$ cat src/rtl/ras_checkpointed.sv
// ras_checkpointed: circular return address stack with (top index, count) checkpoint restore
module ras_checkpointed #(
  parameter int RAS_ENTRIES = 8,
  parameter int TARGET_WIDTH = 31,
  parameter logic [TARGET_WIDTH-1:0] INIT_TARGET = '0,
  localparam int IDX_W = $clog2(RAS_ENTRIES),
  localparam int CNT_W = $clog2(RAS_ENTRIES + 1)
) (
  input  logic                    CLK,
  input  logic                    RST,
  input  logic                    push_valid,
  input  logic [TARGET_WIDTH-1:0] push_target,
  input  logic                    pop_valid,
  output logic [TARGET_WIDTH-1:0] ras_target,
  output logic                    ras_valid,
  output logic [IDX_W-1:0]        ras_index,
  output logic [CNT_W-1:0]        ras_count,
  input  logic                    restore_valid,
  input  logic [IDX_W-1:0]        restore_index,
  input  logic [CNT_W-1:0]        restore_count
);
  localparam logic [CNT_W-1:0] FULL = CNT_W'(RAS_ENTRIES);
  logic [TARGET_WIDTH-1:0] entry [RAS_ENTRIES];
  logic [IDX_W-1:0] ptr, ptr_n, wr_idx;
  logic [CNT_W-1:0] count, count_n;
  logic do_push, do_pop, do_both;
  assign do_push = push_valid & ~pop_valid & ~restore_valid;
  assign do_pop = pop_valid & ~push_valid & ~restore_valid & (count != '0);
  assign do_both = push_valid & pop_valid & ~restore_valid;
  assign wr_idx = do_both ? ptr : ptr + IDX_W'(1);
  assign ras_target = entry[ptr];
  assign ras_valid = count != '0;
  assign ras_index = ptr;
  assign ras_count = count;
  // next pointer/occupancy: restore wins, underflowing pops hold, tail call keeps ptr
  always_comb begin
    ptr_n = restore_valid ? restore_index : do_push ? ptr + IDX_W'(1) : do_pop ? ptr - IDX_W'(1) : ptr;
    count_n = restore_valid ? (restore_count > FULL ? FULL : restore_count) :
              do_push ? (count == FULL ? FULL : count + CNT_W'(1)) :
              do_pop ? count - CNT_W'(1) :
              (do_both && count == '0) ? CNT_W'(1) : count;
  end
  // pointer and occupancy registers
  always_ff @(posedge CLK or posedge RST)
    if (RST) begin
      ptr <= '0;
      count <= '0;
    end else begin
      ptr <= ptr_n;
      count <= count_n;
    end
  // target storage; a full-stack push silently overwrites the oldest entry
  always_ff @(posedge CLK or posedge RST)
    if (RST) begin
      for (int i = 0; i < RAS_ENTRIES; i++) entry[i] <= INIT_TARGET;
    end else if (do_push || do_both) begin
      entry[wr_idx] <= push_target;
    end
endmodule
$ cat config.mk
export PLATFORM = sky130hd
export DESIGN_NAME = ras_checkpointed
export DESIGN_NICKNAME = d
export VERILOG_FILES = /design/src/rtl/ras_checkpointed.sv
export SDC_FILE = /design/constraint.sdc
export NUM_CORES = 1
export LEC_CHECK = 0
export BUFFER_PORTS_ARGS = -buffer_cell sky130_fd_sc_hd__buf_4
export CAP_MARGIN = 20
export CELL_PAD_IN_SITES_DETAIL_PLACEMENT = 0
export CELL_PAD_IN_SITES_GLOBAL_PLACEMENT = 2
export CORE_ASPECT_RATIO = 2
export CORE_UTILIZATION = 45
export CTS_CLUSTER_SIZE = 30
export DETAILED_ROUTE_END_ITERATION = 10
export PLACE_DENSITY = 0.8
export REMOVE_ABC_BUFFERS = 1
export SYNTH_ARGS = -nofsm -noshare
export SYNTH_HDL_FRONTEND = slang
export SYNTH_SLANG_ARGS = --single-unit
$ cat constraint.sdc
create_clock -name CLK -period 11.3 [get_ports CLK]
set_clock_uncertainty 0.1 [all_clocks]
set_input_delay 0.565 -clock CLK [delete_from_list [all_inputs] [get_ports CLK]]
set_output_delay 0.565 -clock CLK [all_outputs]
set_load 0.02 [all_outputs]
# Word level (Yosys, flattened, before mapping)
# Cells that the tools add are included.
# W data, S select, Z words.
# op_classes
addsub	4
mul	0
div_mod_pow	0
order_cmp	4
eq_ne	1
shifts	0
muxes	16
bitwise_logic	12
reduce_logical	7
# op_table
cell	count
$bwmux W248	1
$bmux W31 S3	1
$demux W31 S3	1
$mux W31	3
$mux W4	6
$mux W3	4
$ge A4 B4 Y1 const B	2
$not A3 Y4	2
$reduce_bool A4 Y1	2
$and A1 B1 Y1	7
$add A4 B1 Y4 const B	1
$eq A4 B4 Y1 const B	1
$gt A4 B4 Y1 const B	1
$logic_not A4 Y1	1
$lt A4 B1 Y1 const B	1
$sub A4 B1 Y4 const B	1
$add A3 B1 Y3 const B	1
$not A1 Y1	3
$reduce_bool A3 Y1	1
$sub A3 B1 Y3 const B	1
$logic_and A1 B1 Y1	2
$logic_or A1 B1 Y1	1
# totals
reg_bits	255
latch_bits	0
ramBits	0
mem_bits_ro	0
inputBits	43
elab_cells	54
memories	0

# Logic depth before layout (Yosys ltp)
# Gate-level depths: netlist of run 1.
# depth
word_depth	9
depth_mapped	10
mapped_depth_nobuf	6

# Worst setup path before layout of run 1
# OpenSTA, ideal clock, no wires.
# synth_path
path_kind	register -> register
start	register ptr[0], in the netlist ras_index[0]
end	register entry[124] in the netlist's numbering
setup_ns	0.125
arrival_ns	2.931
required_time_ns	11.075
setup_slack_ns	8.145
path_stages_with_launch	11
path_buffers	4
cell_sequence	dfrtp_1 -> clkbuf_1 -> buf_2 -> buf_2 -> inv_1 -> ha_1 -> or3b_1 -> a21oi_1 -> nor2b_2 -> buf_2 -> mux2_2
# synth_via
elab_chain_len	8
elab_cells_between_ends	9
classes_between	1 x add/sub; 2 x order compare; 4 x mux; 1 x bitwise; 1 x reduce/logical
# synth_rtl
element	line	source
start: declaration	24	logic [IDX_W-1:0] ptr, ptr_n, wr_idx;
start signal: assignment	49	ptr <= ptr_n;
$add A3 B1 Y3	30	assign wr_idx = do_both ? ptr : ptr + IDX_W'(1);
$mux W3 *	30	
$not A3 Y4 (implied by the code) *	57	entry[wr_idx] <= push_target;
$ge A4 B4 Y1 (implied by the code) / $lt A4 B1 Y1 (equally long branches)	57	
$logic_and A1 B1 Y1 (implied by the code)	57	
$mux W31 (implied by the code)	57	
$demux W31 S3 *	57	
$bwmux W248 *	57	
end signal: indexed assignment	57	
end: declaration	23	logic [TARGET_WIDTH-1:0] entry [RAS_ENTRIES];
# Mark *: on every way between the ends. The rest lies on a longest branch, timed or not.
# A chain may end at the register's enable or synchronous reset.

# Worst setup path in the final report of run 1
# layout_path
start	register ptr[0], in the netlist ras_index[0]
end	register entry[74] in the netlist's numbering
# Same word-level chain as after synthesis.

==> results_dict.tcl, run 1 <==
set metrics [dict create \
    post-place-ws_ns 6.83 \
    synth_area_leader_cell "dfrtp_1" \
    drt-vias-per-instance 5.65 \
    die_area_mm2 0.0268 \
    core_mm2 0.0257 \
    synth_top_family_by_area "multiplexers" \
    max-vdd-ir-drop_v 0.000180 \
    critPathBufInv 2 \
    ant_nets 0 \
    worst_pin_slew_ns 1.10 \
    drive_gt1_share_pct 41.0 \
    synthMuxAreaShare_pct 35.8 \
    synth_compound_gate_area_share_pct 1.69 \
    slowest_stage "buf_4" \
    end_kind "register" \
    drv_cap 0 \
    root_buffer "clkbuf_16" \
    clk_pin_slew_ns 0.06 \
    min_period_ns 4.35 \
    path_cells "buf_4 > ha_1 > nand2b_1 > o221ai_2 > nand3b_1 > buf_4 > mux2_1" \
    synth-simple-area-share_pct 5.06 \
    cts_tree "built" \
    drc 0 \
    critPathKind "register to register" \
    cpMostUsedCell "buf_4" \
    setup_ws_ns 6.95 \
    die_height_um 230 \
    dp.cells 1173 \
    grt_pass1_wl_um 43500 \
    final_core_util_pct 52.6 \
    multi_input_area_mm2 0.00510 \
    cp.arrival_ns 4.65 \
    insertion_delay_ns 0.53 \
    postSynthCellCount 797 \
    placedInstanceArea_mm2 0.0126 \
    cts_setup_buffers 0 \
    syn_area_mm2 0.0117 \
    ys_seq_area_share_pct 54.3 \
    max_freq_mhz 230 \
    hold_viol 0 \
    gp_congestion 0.735 \
    period_share_pct 38.5 \
    clock_path_buffers 3 \
    synthFlopType "dfrtp_1" \
    grt_overflow 0 \
    slowest_delay_ns 0.81 \
    synthXorXnorAreaFrac_pct 0.149 \
    vias 6897 \
    ys_ff_latch 255 \
    regArea_mm2 0.00639 \
    setup_violations 0 \
    drtPass1Iterations 4 \
    syn-mean-instance-area_um2 14.7 \
    antennaDiodeCount 0 \
    powerDensity_mw_per_mm2 261 \
    finalMaxSlewViolations 0 \
    h-tree-depth 1 \
    drt_iter0_drc 283 \
    yosysTopAreaCellShare_pct 54.3 \
    cts.hold.buffers_added 0 \
    grt_pass1_vias 7940 \
    grt_max_degree 122 \
    clock_sinks 255 \
    dp_hpwl_um 16100 \
    p_leak_nw 5.98 \
    status "finished, final reports clean" \
    critPathMaxFanout 52 \
    relSlewSlack_pct 27.0 \
    critPathRequiredTime_ns 11.60 \
    ys_warn_count 0 \
    ys_async_sr_fraction_pct 100 \
    cts_inserted_buffers 25 \
    synth.distinct_cells 45 \
    crit_path_start_kind "register" \
    io_buffers 81 \
    initial_core_util_pct 45.8 \
    critical-path-top-delay-family "buffers and inverters" \
    die_x_um 116 \
    syn2layout_area_growth_pct 14.9 \
    ys_top_cells_by_count "dfrtp_1 (255), mux2_2 (159), nand2_1 (100)" \
    n_fill_cell 2235 \
    stdcell_count 1220 \
    synth_edf_count 0 \
    synthMostInstantiatedCell "dfrtp_1" \
    totalWireLength_um 26300 \
    core.rowCount 83 \
    num-nets-final 909 \
    rsz0062_at_grt "no" \
    final_area_mm2 0.0135 \
    synthAdderAreaFrac_pct 0.533 \
    grtUsageTotal_pct 21.2 \
    io-pin-count 82 \
    antenna_found_initial 0 \
    fin_tns_setup_ns 0 \
    worstHoldPathType "input pin to async pin" \
    wl_per_cell_um 21.5 \
    cts_resized 0 \
    synth_top_cells_by_area "dfrtp_1 (54%), mux2_2 (15%), mux4_2 (12%), mux2_1 (8.5%), nand2_1 (3.2%)" \
]
path summary, 6_finish.rpt:
kind | from | end | slack (ns) | cells after the start
setup / recovery | ras_index[0] | entry[74] | 6.95 | 7
hold / removal | RST | entry[155] | 0.08 | 2
setup reg to reg | ras_index[0] | entry[74] | 6.95 | 7
hold reg to reg | entry[96] | entry[96] | 0.38 | 1
max in group asynchronous | RST | ras_index[0] | 9.70 | 3
min in group CLK | restore_index[0] | ras_index[0] | 0.16 | 3
layout by cell type, fill, tap and decap left out, types with 5 or more instances in the layout:
master / Yosys / layout
clkbuf_16: 0 / 25
mux2_2: 159 / 159
a21oi_1: 8 / 8
inv_1: 8 / 6
nand2_1: 100 / 98
clkbuf_1: 12 / 9
buf_4: 6 / 88
mux4_2: 62 / 62
o21ai_0: 5 / 5
dfrtp_1: 255 / 252
ha_1: 5 / 5
mux2_1: 89 / 89
report_power, final:
| group | internal (mW) | switching [mW] | leakage [nW] |
|---|---|---|---|
| combinational | 0.637 | 0.426 | 2.45 |
| clock | 0.505 | 0.346 | 0.410 |
| sequential | 1.35 | 0.255 | 3.12 |
| total | 2.49 | 1.03 | 5.98 |
worst reg2reg max path: cells and delay by family (launching register included):
family,cells,cell delay (ns)
adders and majority gates,1,0.32
AOI/OAI and AO/OA,1,0.54
and+or+nand+nor,2,0.84
muxes,1,0.36
buffers and inverters,2,1.35
DFF,1,0.72
through the flow:
step / power, mW / hold slack, ns
6_report: 3.52 / 0.0777
5_1_grt: 3.74 / 0.179
2_1_floorplan: 2.33 / 0.353
3_5_place_dp: 2.71 / 0.375
3_3_place_gp: 2.62 / 0.361
4_1_cts: 3.57 / 0.144
layer usage:
metal | routed length, um | up-vias | track usage (%)
met4 | 602 | 0 | 6.77
li1 | - | 3015 | -
met5 | 0 | - | 0
met1 | 10300 | 3729 | 25.7
met2 | 14500 | 117 | 38.3
met3 | 797 | 36 | 2.84
cell families after synthesis:
kind of cell	count (synthesis)
flops	255
simple gates	134
fa+ha+maj	5
compound gates	29
buf+inv	61
mux	311
xor+xnor	2
flip-flops by register name (all words and copies together) (netlist names):
register   flops
entry        248
ras_count      4
ras_index      3
cell type report:
class,count,share of cell area (%)
Sequential cell,255,47.4
Timing Repair Buffer,90,5.25
Clock buffer,38,5.29
Clock inverter,8,0.881
Multi-Input combinational cell,481,37.8
Tap cell,340,3.15
Inverter,8,0.278
(Power assumes the default switching activity.)
==> run 2, diff against run 1 <==
Settings changed: ABC_AREA set to 1, CORE_UTILIZATION 45 to 32, PLACE_DENSITY 0.8 to 0.74.
Clock period 11.3 ns to 3.8 ns, I/O delays scaled along.
==> results_dict.tcl, run 2 <==
set metrics [dict create \
    drv_cap 0 \
    r2r_start "ras_index[1]" \
    synth_top_cells_by_area "dfrtp_1 (50%), nand2_1 (19%), nand3_1 (10%), o21ai_0 (5.0%), nor2_1 (4.0%)" \
    multi_input_area_mm2 0.00553 \
    synth_edf_count 0 \
    clock_path_buffers 3 \
    n_fill_cell 4263 \
    core.rowCount 103 \
    crit_path_start_kind "register" \
    io_buffers 81 \
    cts_inserted_buffers 25 \
    grt_overflow 0 \
    period_share_pct 82.3 \
    layout_commonest_cell "nand2_1" \
    relSlewSlack_pct 35.3 \
    die_area_mm2 0.0407 \
    top_register "entry" \
    cts_resized 0 \
    ys_async_sr_fraction_pct 100 \
    syn2layout_area_growth_pct 16.3 \
    status "finished, final reports clean" \
    gp_congestion 0.755 \
    power.switching_mw 4.23 \
    max-vdd-ir-drop_v 0.000376 \
    drive_gt1_share_pct 10.1 \
    grt_pass1_vias 12000 \
    yosysTopAreaCellShare_pct 50.0 \
    final_cell_mix "nand2_1 (643), nand3_1 (263), dfrtp_1 (252)" \
    ys_warn_count 0 \
    drt-vias-per-instance 5.08 \
    critical-path-top-delay-family "buffers and inverters" \
    initial_core_util_pct 32.4 \
    grtUsageTotal_pct 22.7 \
    num-nets-final 1762 \
    slowest_delay_ns 0.64 \
    clock_sinks 255 \
    drc 0 \
    min_to "ras_index[0]" \
    intPower_mw 6.89 \
    grt_max_degree 96 \
    swShare_pct 38.0 \
    cp.arrival_ns 2.84 \
    root_buffer "clkbuf_16" \
    totalWireLength_um 44300 \
    pwr-share-clk_pct 24.4 \
    critPathBufInv 3 \
    antennaDiodeCount 0 \
    end_kind "output port" \
    min_from "restore_valid" \
    synth_area_leader_cell "dfrtp_1" \
    r2r_end "entry[88]" \
    largest_reg_flops 248 \
    worstHoldPathType "input pin to register" \
    power_frac_comb_pct 33.6 \
    ff2ff_setup_slack_ns 1.07 \
    min_path_cells 4 \
    core_mm2 0.0394 \
    path_cells "inv_4 > buf_4 > o21ai_0 > o22ai_1 > nand2_1 > nand2_1 > buf_4" \
    antenna_found_initial 0 \
    sequentialPowerShare_pct 42.0 \
    grt_pass1_wl_um 70400 \
    syn_area_mm2 0.0128 \
    drtPass1Iterations 5 \
    setup_violations 0 \
    die_height_um 284 \
    ant_nets 0 \
    min_period_ns 3.13 \
    powerDensity_mw_per_mm2 749 \
    final_core_util_pct 37.6 \
    max_freq_mhz 320 \
    regArea_mm2 0.00639 \
    die_x_um 143 \
    synth.distinct_cells 27 \
    synthMostInstantiatedCell "nand2_1" \
    vias 11500 \
    worst_pin_slew_ns 0.967 \
    wl_per_cell_um 19.6 \
    io-pin-count 82 \
    ys_top_cells_by_count "nand2_1 (643), nand3_1 (263), dfrtp_1 (255)" \
    ys_ff_latch 255 \
    synthFlopType "dfrtp_1" \
    syn-mean-instance-area_um2 7.55 \
    finalMaxSlewViolations 0 \
    slowest_stage "buf_4" \
    critPathMaxFanout 67 \
    h-tree-depth 1 \
    postSynthCellCount 1691 \
    p_leak_nw 7.50 \
    rsz0062_at_grt "no" \
    clk_pin_slew_ns 0.07 \
    drt_iter0_drc 624 \
    cts_tree "built" \
    critPathKind "register to output port" \
    hold_viol 0 \
    r2r_cells 10 \
    dp_hpwl_um 24200 \
    critPathRequiredTime_ns 3.51 \
    ys_seq_area_share_pct 50.0 \
    insertion_delay_ns 0.55 \
    finalPower_mw 11.1 \
]
==> run 2: cells by family (layout without fill, tap and decap cells) <==
logic type	Yosys count	after routing	synth area share, %
AND/OR/NAND/NOR	1060	1060	34.4
flip-flops	255	255	50.0
AO/OA/AOI/OAI	192	192	8.16
buffers and inverters	177	219	6.79
adder cells (fa/ha/maj)	5	5	0.490
XOR/XNOR	2	2	0.137
==> run 2: cell type report <==
| class | instances | area share, % |
|---|---|---|
| clock buffer | 39 | 5.11 |
| inverter | 20 | 0.582 |
| tap | 525 | 4.43 |
| sequential | 255 | 43.1 |
| clock inverter | 7 | 0.767 |
| timing repair buffer | 153 | 8.82 |
| multi-input combinational | 1259 | 37.2 |
==> run 2: stage by stage <==
stage                     TNS [ns]  setup WS [ns]  hold WS, ns  instances  instance area (um2)
after floorplan           -2262.10          -6.29        0.219       1534                12000
after global placement           0           1.08        0.262       2168                13500
after detailed placement         0           1.04        0.265       2168                13500
after CTS                        0          0.600       0.0219       2258                14800
after global routing             0          0.516       0.0894       2258                14800
final                            0          0.671       0.0285       2258                14800
==> run 2: what timing repair did <==
action                    4_1_cts  5_1_grt
setup buffers                   0        0
hold buffers                   44        0
hold endpoints to repair      347        0
==> run 2: how the worst max path moves through the flow <==
| stage | start | endpoint | slack [ns] | depth (start not counted) |
|---|---|---|---|---|
| after floorplan | ras_index[0] | entry[0] | -6.29 | 7 |
| after global placement | ras_index[1] | entry[81] | 1.08 | 11 |
| after detailed placement | ras_index[1] | entry[81] | 1.04 | 11 |
| after CTS | ras_index[0] | ras_target[8] | 0.60 | 7 |
| after global routing | ras_index[0] | ras_target[8] | 0.52 | 7 |
| final | ras_index[0] | ras_target[8] | 0.67 | 7 |
==> run 2: power groups by stage <==
| stage | registers [mW] | logic (mW) | clock network (mW) |
|---|---|---|---|
| 2_1_floorplan | 4.59 | 2.39 | 0 |
| 4_1_cts | 4.67 | 3.80 | 2.79 |
| 3_5_place_dp | 4.71 | 3.76 | 0 |
| 5_1_grt | 4.84 | 4.26 | 2.87 |
| 6_report | 4.67 | 3.73 | 2.71 |
| 3_3_place_gp | 4.69 | 3.71 | 0 |
==> run 2: tightest hold or removal path, cell delays in order <==
cell and delay, ns:
buf_4 0.17, o21ai_0 0.11, nand2_1 0.07, o21ai_0 0.08
==> run 2: per-layer routing <==
layer / global-route usage, % / up-vias / part of all wire (%)
li1: - / 5514 / -
met1: 27.4 / 5696 / 42
met2: 41.6 / 205 / 52
met3: 1.75 / 62 / 2.7
met4: 7.31 / 0 / 2.7
met5: 0 / - / 0
